<file path="src/rtl/tron_pkg.sv">
// Shared light-cycle definitions: game-state encodings, trail cell codes,
// grid geometry and the checker FSM state type.
package tron_pkg;

    localparam logic [2:0] GS_TITLE = 3'b000;
    localparam logic [2:0] GS_READY = 3'b001;
    localparam logic [2:0] GS_PLAY  = 3'b010;
    localparam logic [2:0] GS_OVER  = 3'b011;

    localparam logic [2:0] CELL_EMPTY   = 3'd0;
    localparam logic [2:0] CELL_B_HORIZ = 3'd1;
    localparam logic [2:0] CELL_B_VERT  = 3'd2;
    localparam logic [2:0] CELL_R_HORIZ = 3'd3;
    localparam logic [2:0] CELL_R_VERT  = 3'd4;
    localparam logic [2:0] CELL_CORNER  = 3'd5;

    localparam int GRID_W = 112;
    localparam int ADDR_W = 14;

    typedef enum logic [2:0] {
        ST_IDLE,
        ST_RD_B,
        ST_CHK_B,
        ST_RD_R,
        ST_CHK_R,
        ST_DONE
    } chk_state_t;

    // Row-major cell address; callers truncate to their RAM address width.
    function automatic logic [31:0] grid_addr(input logic [7:0] x, input logic [7:0] y,
                                              input int gw);
        return 32'(y) * 32'(gw) + 32'(x);
    endfunction

endpackage

</file>
<file path="src/rtl/trail_collision.sv">
// Per-frame crash detector: reads both head cells from the trail occupancy RAM
// and raises sticky crash flags for off-grid, head-on or occupied-cell hits.
module trail_collision
    import tron_pkg::*;
#(
    parameter int         GRID_W     = tron_pkg::GRID_W,
    parameter int         ADDR_W     = tron_pkg::ADDR_W,
    parameter logic [2:0] PLAY_STATE = GS_PLAY
) (
    input  logic              Clk,
    input  logic              Reset_n,
    input  logic              frame_clk,
    input  logic [2:0]        Game_State,
    input  logic [7:0]        Blue_X,
    input  logic [7:0]        Blue_Y,
    input  logic [7:0]        Red_X,
    input  logic [7:0]        Red_Y,
    output logic              rd_en,
    output logic [ADDR_W-1:0] rd_addr,
    input  logic [2:0]        rd_data,
    output logic              blue_crash,
    output logic              red_crash,
    output logic              check_done,
    output chk_state_t        fsm_state
);

    chk_state_t state;
    logic       frame_prev;
    logic [7:0] bx, by, rx, ry;
    logic [7:0] last_bx, last_by, last_rx, last_ry;
    logic       last_valid;
    logic       blue_pend, red_pend;
    logic       blue_rd, red_rd;

    function automatic logic in_grid(input logic [7:0] x, input logic [7:0] y);
        return (32'(x) < 32'(GRID_W)) && (32'(y) < 32'(GRID_W));
    endfunction

    logic play, tick;
    logic blue_in_now, red_in_now, head_on_now, blue_moved_now;
    logic red_in_lat, red_moved_lat;

    assign play           = (Game_State == PLAY_STATE);
    assign tick           = frame_clk && !frame_prev && play && (state == ST_IDLE)
                            && !blue_crash && !red_crash;
    assign blue_in_now    = in_grid(Blue_X, Blue_Y);
    assign red_in_now     = in_grid(Red_X, Red_Y);
    assign head_on_now    = ({Blue_X, Blue_Y} == {Red_X, Red_Y});
    assign blue_moved_now = !last_valid || ({Blue_X, Blue_Y} != {last_bx, last_by});
    assign red_in_lat     = in_grid(rx, ry);
    assign red_moved_lat  = !last_valid || ({rx, ry} != {last_rx, last_ry});
    assign fsm_state      = state;

    always_ff @(posedge Clk or negedge Reset_n) begin
        if (!Reset_n) begin
            state      <= ST_IDLE;
            frame_prev <= 1'b0;
            {bx, by, rx, ry} <= '0;
            {last_bx, last_by, last_rx, last_ry} <= '0;
            last_valid <= 1'b0;
            blue_pend  <= 1'b0;
            red_pend   <= 1'b0;
            blue_rd    <= 1'b0;
            red_rd     <= 1'b0;
            rd_en      <= 1'b0;
            rd_addr    <= '0;
            blue_crash <= 1'b0;
            red_crash  <= 1'b0;
            check_done <= 1'b0;
        end else begin
            frame_prev <= frame_clk;
            check_done <= 1'b0;
            if (!play) begin
                // Leaving play abandons any check and forgets all crash history.
                state      <= ST_IDLE;
                rd_en      <= 1'b0;
                rd_addr    <= '0;
                blue_crash <= 1'b0;
                red_crash  <= 1'b0;
                blue_pend  <= 1'b0;
                red_pend   <= 1'b0;
                blue_rd    <= 1'b0;
                red_rd     <= 1'b0;
                last_valid <= 1'b0;
            end else begin
                case (state)
                    ST_IDLE: begin
                        if (tick) begin
                            {bx, by, rx, ry} <= {Blue_X, Blue_Y, Red_X, Red_Y};
                            blue_pend <= !blue_in_now || head_on_now;
                            red_pend  <= !red_in_now || head_on_now;
                            blue_rd   <= blue_in_now && blue_moved_now;
                            rd_en     <= blue_in_now && blue_moved_now;
                            rd_addr   <= (blue_in_now && blue_moved_now)
                                         ? ADDR_W'(grid_addr(Blue_X, Blue_Y, GRID_W)) : '0;
                            state     <= ST_RD_B;
                        end
                    end
                    ST_RD_B: begin
                        rd_en   <= 1'b0;
                        rd_addr <= '0;
                        state   <= ST_CHK_B;
                    end
                    ST_CHK_B: begin
                        if (blue_rd && rd_data != CELL_EMPTY) blue_pend <= 1'b1;
                        red_rd  <= red_in_lat && red_moved_lat;
                        rd_en   <= red_in_lat && red_moved_lat;
                        rd_addr <= (red_in_lat && red_moved_lat)
                                   ? ADDR_W'(grid_addr(rx, ry, GRID_W)) : '0;
                        state   <= ST_RD_R;
                    end
                    ST_RD_R: begin
                        rd_en   <= 1'b0;
                        rd_addr <= '0;
                        state   <= ST_CHK_R;
                    end
                    ST_CHK_R: begin
                        if (red_rd && rd_data != CELL_EMPTY) red_pend <= 1'b1;
                        state <= ST_DONE;
                    end
                    ST_DONE: begin
                        blue_crash <= blue_crash | blue_pend;
                        red_crash  <= red_crash | red_pend;
                        check_done <= 1'b1;
                        {last_bx, last_by, last_rx, last_ry} <= {bx, by, rx, ry};
                        last_valid <= 1'b1;
                        state      <= ST_IDLE;
                    end
                    default: state <= ST_IDLE;
                endcase
            end
        end
    end

endmodule
</file>
<file path="config.mk">
export PLATFORM = sky130hd
export DESIGN_NAME = trail_collision
export DESIGN_NICKNAME = d
export VERILOG_FILES = /design/src/rtl/tron_pkg.sv /design/src/rtl/trail_collision.sv
export SDC_FILE = /design/constraint.sdc
export NUM_CORES = 1
export LEC_CHECK = 0
export CAP_MARGIN = 20
export CELL_PAD_IN_SITES_DETAIL_PLACEMENT = 0
export CELL_PAD_IN_SITES_GLOBAL_PLACEMENT = 1
export CORE_MARGIN = 2
export CORE_UTILIZATION = 45
export DETAILED_ROUTE_END_ITERATION = 16
export DONT_BUFFER_PORTS = 1
export PLACE_DENSITY_LB_ADDON = 0.25
export SYNTH_ARGS = -nofsm -noshare
export SYNTH_HDL_FRONTEND = slang
export SYNTH_SLANG_ARGS = --single-unit
</file>
<file path="constraint.sdc">
create_clock -name Clk -period 4.1 [get_ports Clk]
set_input_delay 0.41 -clock Clk [delete_from_list [all_inputs] [get_ports Clk]]
set_output_delay 0.41 -clock Clk [all_outputs]
set_load 0.005 [all_outputs]
</file>
==> reports/metrics.csv, run 1 <==
stage;metric;value;unit
outcome;status;finished clean;
finish;Non-Filler Instances;688;
floorplanning;Die ar.;13800;µm²
yosys;adder-cell share of the synthesized area;0.127;
timing;Slew Viols, Final;0;
timing;Setup TNS;0;ns
clock_tree;H-tree depth;3;
yosys;sequential fraction of the synthesis area;0.393;
power;clock power share;0.280;
yosys;ys flop type;dfrtp_1;
clock_tree;clock-pin slew on the worst setup and hold paths;0.07;ns
clock_tree;CTS tree;done;
placed_design;# placed instances;670;
timing;Worst slew margin;0.350;
yosys;biggest area consumer among synthesized cells;dfrtp_1;
routing;Metal-1 WL;6.12;mm
job;max-cap violations;0;
power;P_leak;2.82;nW
power;internal power;0.00212;W
routing;routed wl met2;6.62;mm
floorplanning;# IOs;62;
timing;fmax;0.307;GHz
global_route;first-pass GRT wire length;22.1;mm
routing;wirelength, routed;14.1;mm
worst_setup_path;Worst Setup End Kind;flop;
finish;number of diodes;0;
yosys;largest family of logic cells by synthesized area;adder cells;
yosys;share of the synthesized area in the top cell type;0.393;
finish;final instance area;6340;µm²
finish;Post-Route Utilization;0.502;
yosys;FFs w/ async S/R, synth;1.00;
routing;WL/cell;20.4;µm
worst_setup_path;critical path type;reg2reg;
yosys;Post-synth EDFFs;0;
yosys;Synth area leaders;dfrtp_1 (39%), mux2_2 (11%), ha_1 (6.5%), fa_1 (6.2%), xnor2_1 (5.7%);
floorplanning;die height;118;µm
floorplanning;# rows;41;
placed_design;PortBufs;0;
power;total power;0.00334;W
yosys;mapped cell area;5800;µm²
timing;Setup violations, final;0;
timing;unrepaired setup endpoints after global routing;no;
clock_tree;# clock sinks;91;
global_route;largest net degree at the start of global routing;92;
timing;minimum clock period after layout;3.26;ns
placed_design;routability cong.;0.807;
power;Net Switching;0.00122;W
yosys;Synth cell types;65;
routing;drt first pass iters;4;
routing;top layer in use;met4;
clock_tree;CTS buffer count;9;
finish;fin nets;600;
timing;Max Clock Skew;0.00638;ns
yosys;Syn Nets;598;
yosys;Synth Area in Simple Gates;0.104;
routing;post-DR vias/cell;5.67;
clock_tree;Max clock buf depth;2;
timing;Worst Tran Pin Value;0.971;ns
routing;drt drc;0;
worst_setup_path;Worst EP arrival;3.48;ns
clock_tree;postcts setup bufs;0;
yosys;mux cell area share after synthesis;0.116;
placed_design;placed inst area;5960;µm²
timing;Final Cycle Share;0.795;
clock_tree;clock latency on the worst-skew pair;0.35;ns
worst_setup_path;critical path fanouts, max;6;
clock_tree;CTS root buf;clkbuf_16;
routing;1st-iter DRT viols;180;
yosys;Mapped Cells;509;
power;Seq pwr share;0.323;
power;Net Sw Frac;0.365;
timing;final hold violation count;0;
finish;layout cells sized above 1;0.188;
placed_design;Detailed Place HPWL;10.5;mm
yosys;Yosys reg bits;91;
yosys;Synth Area in Compound Gates;0.123;
routing;via count;3903;
yosys;Post-Syn Area per Cell;11.4;µm²
global_route;Tot GR Track Use;0.211;
power;Peak VDD IR;0.334;mV
routing;Final ANT Viol Nets;0;
floorplanning;core area;12600;µm²
floorplanning;initial core utilization;0.460;
routing;Detail Route met3 WL;1.01;mm
global_route;initial antenna violation count;0;
global_route;vias in the first global route;3928;
finish;P&R area growth vs syn;9.23;%
worst_hold_path;Hold Path Class;in2reg;
worst_setup_path;Worst setup SP type;flop;
global_route;total grt overflow;0;
floorplanning;Die X;118;µm
worst_setup_path;Worst Path Required;4.32;ns
power;PD cells;528;nW/µm²
power;combinational share of power;0.397;
yosys;Ys Warns;0;
yosys;Post-Synth XOR/XNOR Area;0.107;
[final cells by class]
type                    count  area (µm²)
clock buffers               9         225
clock inverters             7         113
fillers                  1171        6280
inverters                  26        97.6
multi-input cells         378        3350
flip-flops and latches     91        2280
well taps                 172         215
repair buffers              5        60.1
[synthesized netlist by cell type, types with 3 or more instances]
library cell	instances
nand3_1	7
nor4_1	6
o21bai_1	4
a211oi_1	4
fa_1	18
nor3_1	9
dfrtp_1	91
or3_1	3
xor2_1	26
inv_1	26
buf_2	5
clkbuf_1	4
buf_4	5
nand2_1	26
ha_1	30
nor2_1	18
a2bb2oi_1	5
or2_1	3
mux2_2	59
o22ai_1	5
nand4_1	9
o21ai_0	21
xnor2_1	38
a21o_1	4
o21ai_1	5
a22o_1	8
a21oi_1	18
nor2b_1	3
[metal layers]
layer,track usage,vias up
met5,0,-
met4,0.0843,0
met3,0.0562,18
met2,0.345,108
met1,0.269,1948
li1,-,1829
[sequential cells by signal (all words and copies together), names as in the netlist, 3 cells and up]
| name | flops |
|---|---|
| last_rx | 8 |
| by | 8 |
| bx | 8 |
| rx | 8 |
| last_bx | 8 |
| ry | 8 |
| last_ry | 8 |
| rd_addr | 14 |
| last_by | 8 |
| fsm_state | 3 |
[stage by stage]
step	worst slack (ns)	hold WS [ns]
after detailed placement	0.605	0.117
after CTS	0.839	0.0642
after floorplan	0.825	0.114
after global routing	0.670	0.0641
final	0.839	0.0797
after global placement	0.713	0.119
[final timing paths]
path	start	end	slack, ns	cells after the start
worst max-delay path	ry[0]	rd_addr[13]	0.84	11
worst min-delay path	frame_clk	frame_prev	0.08	0
worst max register to register	ry[0]	rd_addr[13]	0.84	11
worst min register to register	blue_pend	blue_crash	0.50	1
max in group asynchronous	Reset_n	bx[1]	3.08	2
min in group asynchronous	Reset_n	fsm_state[0]	0.63	2
[worst max-delay path, stage by stage, from the launching register on]
cell	delay [ns]
dfrtp_1	0.47
fa_1	0.57
ha_1	0.19
fa_1	0.43
ha_1	0.35
nand2_1	0.06
o21ai_0	0.16
nand2_1	0.12
and4bb_1	0.29
xnor3_1	0.26
nand3_1	0.13
o311ai_1	0.11
[cells in the final DEF (no fill, tap or decap), types with 18 or more instances in the layout]
| cell type | count |
|---|---|
| dfrtp_1 | 91 |
| mux2_2 | 59 |
| xnor2_1 | 38 |
| ha_1 | 30 |
| inv_1 | 26 |
| nand2_1 | 26 |
| xor2_1 | 26 |
| o21ai_0 | 21 |
| nor2_1 | 18 |
| a21oi_1 | 18 |
| fa_1 | 18 |
[timing repair]
action | 4_1_cts | 5_1_grt
gates resized for setup | 0 | 0
hold endpoints to repair | 91 | 0
hold buffers | 2 | 0
[cell families after synthesis]
logic type,after synthesis
muxes,60
buffers and inverters,40
and+or+nand+nor,105
adders and majority gates,48
AOI/OAI and AO/OA,98
DFF,91
xor gates and xnor gates,67
[power by group through the flow]
stage	clock network [W]	logic, W	registers, W
2_1_floorplan	0	0.00102	0.00106
3_3_place_gp	0	0.00128	0.00109
3_5_place_dp	0	0.00130	0.00110
4_1_cts	0.000960	0.00133	0.00108
5_1_grt	0.000993	0.00147	0.00109
6_report	0.000937	0.00133	0.00108
Power figures use the tool's default switching activity.
==> inputs of run 2 (changes only) <==
==> constraint.sdc (replaced) <==
create_clock -name Clk -period 3.2 [get_ports Clk]
set_input_delay 0.32 -clock Clk [delete_from_list [all_inputs] [get_ports Clk]]
set_output_delay 0.32 -clock Clk [all_outputs]
set_load 0.005 [all_outputs]
==> reports/metrics.csv, run 2 (synthesis gave the netlist of run 1 again) <==
stage;metric;value;unit;change
outcome;status;finished clean;;
global_route;busiest layer in global routing;met2;;
global_route;initial antenna violation count;0;;unchanged
floorplanning;Die X;118;µm;unchanged
worst_hold_path;Hold Path Class;in2reg;;
timing;fmax;0.330;GHz;+7.5%
power;PD cells;655;nW/µm²;+24%
power;Peak VDD IR;0.390;mV;+17%
routing;post-DR vias/cell;5.55;;-2.2%
power;P_leak;2.86;nW;+1.3%
power;clock power share;0.247;;-0.033
timing;unrepaired setup endpoints after global routing;no;;
finish;P&R area growth vs syn;10.3;%;
power;Seq pwr share;0.327;;+0.004
routing;drt first pass iters;4;;unchanged
finish;final instance area;6400;µm²;+0.99%
finish;number of diodes;0;;unchanged
placed_design;PortBufs;0;;unchanged
global_route;largest net degree at the start of global routing;92;;unchanged
worst_setup_path;Worst EP arrival;3.27;ns;-0.21 ns
routing;via count;3885;;-0.46%
clock_tree;CTS buffer count;9;;unchanged
power;combinational share of power;0.426;;+0.029
finish;number of flip-flops in the largest register;14;;unchanged
power;Net Sw Frac;0.365;;+0.000380
timing;Slew Viols, Final;0;;unchanged
floorplanning;core area;12600;µm²;unchanged
timing;Final Cycle Share;0.948;;+0.153
worst_setup_path;Worst Setup End Kind;flop;;
clock_tree;Max clock buf depth;2;;unchanged
clock_tree;CTS root buf;clkbuf_16;;
finish;commonest non-fill, non-tap cell in the layout;dfrtp_1;;
power;Net Switching;0.00153;W;+25%
worst_hold_path;WHS Path Cells;2;;+2
finish;fin nets;612;;+2.0%
global_route;vias in the first global route;3998;;+1.8%
power;internal power;0.00266;W;+25%
routing;Final ANT Viol Nets;0;;unchanged
job;max-cap violations;0;;unchanged
timing;Worst Tran Pin Value;0.973;ns;+0.00166 ns
global_route;total grt overflow;0;;unchanged
finish;fill count;1169;;-0.17%
finish;highest-count cells in the layout ignoring fill and taps;dfrtp_1 (89), mux2_2 (59), xnor2_1 (38);;
routing;WL/cell;20.3;µm;-0.83%
finish;Post-Route Utilization;0.507;;+0.00496
global_route;Tot GR Track Use;0.214;;+0.00289
finish;most flop-heavy register;rd_addr;;
routing;drt drc;0;;unchanged
timing;minimum clock period after layout;3.03;ns;-0.227 ns
placed_design;routability cong.;0.838;;+3.9%
floorplanning;# IOs;62;;unchanged
routing;1st-iter DRT viols;192;;+6.7%
placed_design;placed inst area;6040;µm²;+1.3%
floorplanning;die height;118;µm;unchanged
floorplanning;Die ar.;13800;µm²;unchanged
worst_setup_path;Worst setup SP type;flop;;
global_route;first-pass GRT wire length;22.6;mm;+2.6%
clock_tree;# clock sinks;91;;unchanged
worst_setup_path;critical path fanouts, max;3;;-3
placed_design;Detailed Place HPWL;10.7;mm;+1.6%
worst_setup_path;critical path type;reg2reg;;
timing;Setup violations, final;0;;unchanged
clock_tree;clock-pin slew on the worst setup and hold paths;0.07;ns;about the same
timing;Worst slew margin;0.349;;-0.00111
clock_tree;CTS tree;done;;
global_route;met2 usage;0.340;;-0.00475
worst_setup_path;R2R cell count;10;;-1
routing;wirelength, routed;14.2;mm;+0.90%
timing;Setup TNS;0;ns;unchanged
clock_tree;H-tree depth;3;;unchanged
timing;Max Clock Skew;0.00818;ns;+0.00181 ns
floorplanning;initial core utilization;0.460;;unchanged
power;total power;0.00419;W;+25%
timing;final hold violation count;0;;unchanged
floorplanning;# rows;41;;unchanged
clock_tree;clock latency on the worst-skew pair;0.35;ns;about the same
worst_setup_path;Worst Path Required;3.44;ns;-0.88 ns
finish;layout cells sized above 1;0.212;;+0.0241
global_route;M3 GR Usage;0.0741;;+0.0179
global_route;met1 usage;0.270;;+0.00152
run 2: worst paths after layout:
kind | startpoint | end | slack, ns
worst max-delay path | ry[1] | rd_addr[12] | 0.17
min in group asynchronous | Reset_n | check_done | 0.51
max in group asynchronous | Reset_n | ry[2] | 2.23
worst min-delay path | Red_X[5] | rx[5] | 0.09
worst max register to register | ry[1] | rd_addr[12] | 0.17
worst min register to register | by[7] | last_by[7] | 0.50
run 2: layer usage:
layer  wire length [µm]  vias up
met4                396        0
li1                   -     1837
met5                  0        -
met2               6610       85
met3                928       22
met1               6260     1941
run 2: power groups by stage:
stage          clock network, W  registers, W  logic [W]
2_1_floorplan                 0       0.00136    0.00131
3_3_place_gp                  0       0.00139    0.00169
3_5_place_dp                  0       0.00139    0.00170
4_1_cts                 0.00106       0.00137    0.00175
5_1_grt                 0.00110       0.00139    0.00198
6_report                0.00104       0.00137    0.00179
run 2: area by class of cell:
class,count,area (µm²),area share
clock inverter,5,35.0,0.00548
sequential,91,2280,0.356
tap,172,215,0.0336
inverter,26,97.6,0.0153
timing repair buffer,17,153,0.0239
clock buffer,11,253,0.0395
multi-input combinational,378,3370,0.526
run 2: worst max-delay path: stages, from the launching register on:
cell and delay [ns]:
dfrtp_2 0.43, fa_1 0.46, ha_1 0.23, fa_1 0.43, a211oi_2 0.25, or2_1 0.18, nand4_1 0.15, nand4b_1 0.22
xor2_1 0.24, o22ai_1 0.11, a22o_1 0.21
run 2: repair_timing:
action / 4_1_cts / 5_1_grt
endpoints found under the hold margin: 92 / 0
buffers inserted: 0 / 1
gates resized for setup: 0 / 5
hold buffers: 3 / 0
setup endpoints to repair: 0 / 5
run 2: metrics by stage:
step / hold WS [ns] / setup slack [ns] / std cells
2_1_floorplan: 0.0244 / 0.0154 / 509
3_3_place_gp: 0.0285 / -0.0443 / 680
3_5_place_dp: 0.0270 / -0.121 / 680
4_1_cts: 0.0828 / 0.0253 / 699
5_1_grt: 0.103 / 0.00247 / 700
6_report: 0.0876 / 0.166 / 700
==> inputs of run 3 (changes only) <==
==> constraint.sdc (replaced) <==
create_clock -name Clk -period 2.66 [get_ports Clk]
set_input_delay 0.266 -clock Clk [delete_from_list [all_inputs] [get_ports Clk]]
set_output_delay 0.266 -clock Clk [all_outputs]
set_load 0.005 [all_outputs]
==> reports/metrics.csv, run 3 (synthesis gave the netlist of run 1 again) <==
stage;metric;value;unit;change
clock_tree;clock-pin slew on the worst setup and hold paths;0.07;ns;about the same
placed_design;routability cong.;0.796;;-5.1%
finish;most flop-heavy register;rd_addr;;
worst_setup_path;r2r startpoint;ry[0];;
finish;layout cells sized above 1;0.309;;+0.0972
routing;Final ANT Viol Nets;0;;unchanged
timing;Min Hold Slack;0.0338;ns;-0.0538 ns
finish;fin nets;653;;+6.7%
global_route;Tot GR Track Use;0.209;;-0.00496
worst_setup_path;Worst EP arrival;3.24;ns;-0.03 ns
finish;highest-count cells in the layout ignoring fill and taps;dfrtp_1 (90), mux2_2 (59), buf_4 (51);;
clock_tree;H-tree depth;3;;unchanged
timing;fmax;0.330;GHz;+0.11%
worst_setup_path;R2R cell count;11;;+1
finish;fill count;1131;;-3.3%
routing;WL/cell;18.8;µm;-7.2%
floorplanning;die height;118;µm;unchanged
worst_setup_path;critical path type;reg2reg;;
worst_setup_path;Reg2Reg Capture Point;rd_addr[13];;
routing;drt drc;0;;unchanged
timing;minimum clock period after layout;3.03;ns;-0.00347 ns
routing;drt first pass iters;4;;unchanged
finish;number of flip-flops in the largest register;14;;unchanged
timing;Setup WS post-layout;-0.371;ns;-0.537 ns
floorplanning;# rows;41;;unchanged
outcome;status;finished with violations;;
worst_setup_path;Worst Path Required;2.87;ns;-0.57 ns
placed_design;Worst Setup Slack post-DPL;-0.364;ns;-0.242 ns
worst_setup_path;Worst setup SP type;flop;;
worst_setup_path;Worst Setup End Kind;flop;;
floorplanning;Die X;118;µm;unchanged
timing;Worst Tran Pin Value;1.11;ns;+0.136 ns
global_route;first-pass GRT wire length;22.6;mm;-0.27%
floorplanning;initial core utilization;0.460;;unchanged
timing;final hold violation count;0;;unchanged
worst_setup_path;FF-to-FF setup slack;-0.37;ns;-0.54 ns
clock_tree;Max clock buf depth;2;;unchanged
power;Peak VDD IR;0.516;mV;+32%
clock_tree;# clock sinks;91;;unchanged
worst_setup_path;Crit. Startpoint;ry[0];;
placed_design;# placed instances;713;;+4.9%
placed_design;PortBufs;0;;unchanged
worst_hold_path;Hold Path Class;in2reg;;
routing;wirelength, routed;13.9;mm;-1.8%
clock_tree;CTS root buf;clkbuf_16;;
worst_setup_path;CP endpoint;rd_addr[13];;
finish;P&R area growth vs syn;18.9;%;
finish;commonest non-fill, non-tap cell in the layout;dfrtp_1;;
timing;Slew Viols, Final;0;;unchanged
worst_setup_path;critical path fanouts, max;3;;unchanged
placed_design;Detailed Place HPWL;10.6;mm;about the same
clock_tree;CTS tree;done;;
routing;post-DR vias/cell;5.48;;-1.3%
power;P_leak;3.10;nW;+8.3%
floorplanning;Die ar.;13800;µm²;unchanged
floorplanning;# IOs;62;;unchanged
power;PD cells;884;nW/µm²;+35%
timing;Setup violations, final;7;;+7
floorplanning;core area;12600;µm²;unchanged
routing;1st-iter DRT viols;159;;-17%
clock_tree;CTS buffer count;9;;unchanged
global_route;initial antenna violation count;0;;unchanged
timing;Worst slew margin;0.258;;-0.0911
timing;Max Clock Skew;0.00723;ns;-0.000947 ns
global_route;total grt overflow;0;;unchanged
routing;via count;4060;;+4.5%
timing;Final Cycle Share;1.14;;+0.191
outcome;violated checks;setup timing;;
worst_hold_path;WHS Path Cells;2;;unchanged
timing;unrepaired setup endpoints after global routing;yes;;
global_route;largest net degree at the start of global routing;92;;unchanged
finish;Non-Filler Instances;741;;+5.9%
finish;number of diodes;0;;unchanged
global_route;vias in the first global route;4131;;+3.3%
clock_tree;clock latency on the worst-skew pair;0.35;ns;about the same
job;max-cap violations;0;;unchanged
-- run 3: cell types whose count changed in the layout (fill, tap and decap cells not counted), sizes merged --
cell	change
buf	+41
bufinv	+1
clkbuf	-1
clkinv	-2
clkinvlp	+1
inv	+1
-- run 3: layout make-up --
class	count	area, µm²	area share
timing repair buffer	58	493	0.0715
clock buffer	10	229	0.0332
clock inverter	6	71.3	0.0103
sequential	91	2280	0.330
inverter	26	97.6	0.0142
tap	172	215	0.0312
multi-input combinational	378	3510	0.509
-- run 3: layer usage --
metal / global-route usage / wire length, µm / up-vias
met1: 0.274 / 6150 / 2045
met3: 0.0480 / 602 / 17
li1: - / - / 1926
met4: 0.0625 / 250 / 0
met5: 0 / 0 / -
met2: 0.348 / 6940 / 72
-- run 3: power breakdown --
| group | leakage, nW | internal, W | switching [W] |
|---|---|---|---|
| logic | 1.75 | 0.00173 | 0.00144 |
| registers | 1.21 | 0.00150 | 0.000119 |
| clock network | 0.140 | 0.000737 | 0.000565 |
-- run 3: critical path, cell delays in order (launching register included) --
cell and delay, ns:
dfrtp_1 0.40, fa_1 0.54, ha_2 0.19, fa_2 0.46, ha_4 0.30, nand2_2 0.05
o21ai_2 0.14, nand2_2 0.09, and4bb_1 0.29, xnor3_1 0.24, nand3_1 0.09, o311ai_1 0.10
-- run 3: repair_timing --
item / in CTS / in global routing
endpoints found under the hold margin: 92 / 0
setup buffers: 4 / 5
gates resized for setup: 15 / 16
hold buffers: 3 / 0
endpoints found under the setup margin: 6 / 7
pin swaps: 19 / 14
-- run 3: per-stage QoR --
| step | utilization | TNS [ns] | power [W] | area, µm² |
|---|---|---|---|---|
| 2_1_floorplan | - | -0.801 | 0.00327 | 5830 |
| 3_3_place_gp | 0.503 | -1.29 | 0.00410 | 6340 |
| 3_5_place_dp | 0.503 | -1.59 | 0.00416 | 6340 |
| 4_1_cts | 0.538 | -1.60 | 0.00580 | 6790 |
| 5_1_grt | 0.546 | -2.59 | 0.00654 | 6890 |
| 6_report | 0.546 | -1.76 | 0.00610 | 6890 |
-- run 3: worst min-delay path by stage --
stage                     startpoint          to  slack (ns)
after detailed placement     Reset_n  rd_addr[9]       -0.03
after global placement       Reset_n  rd_addr[9]       -0.03
after floorplan              Reset_n  blue_crash       -0.03
after global routing        Red_Y[5]       ry[5]        0.04
final                       Red_Y[7]       ry[7]        0.03
after CTS                   Red_Y[7]       ry[7]        0.03
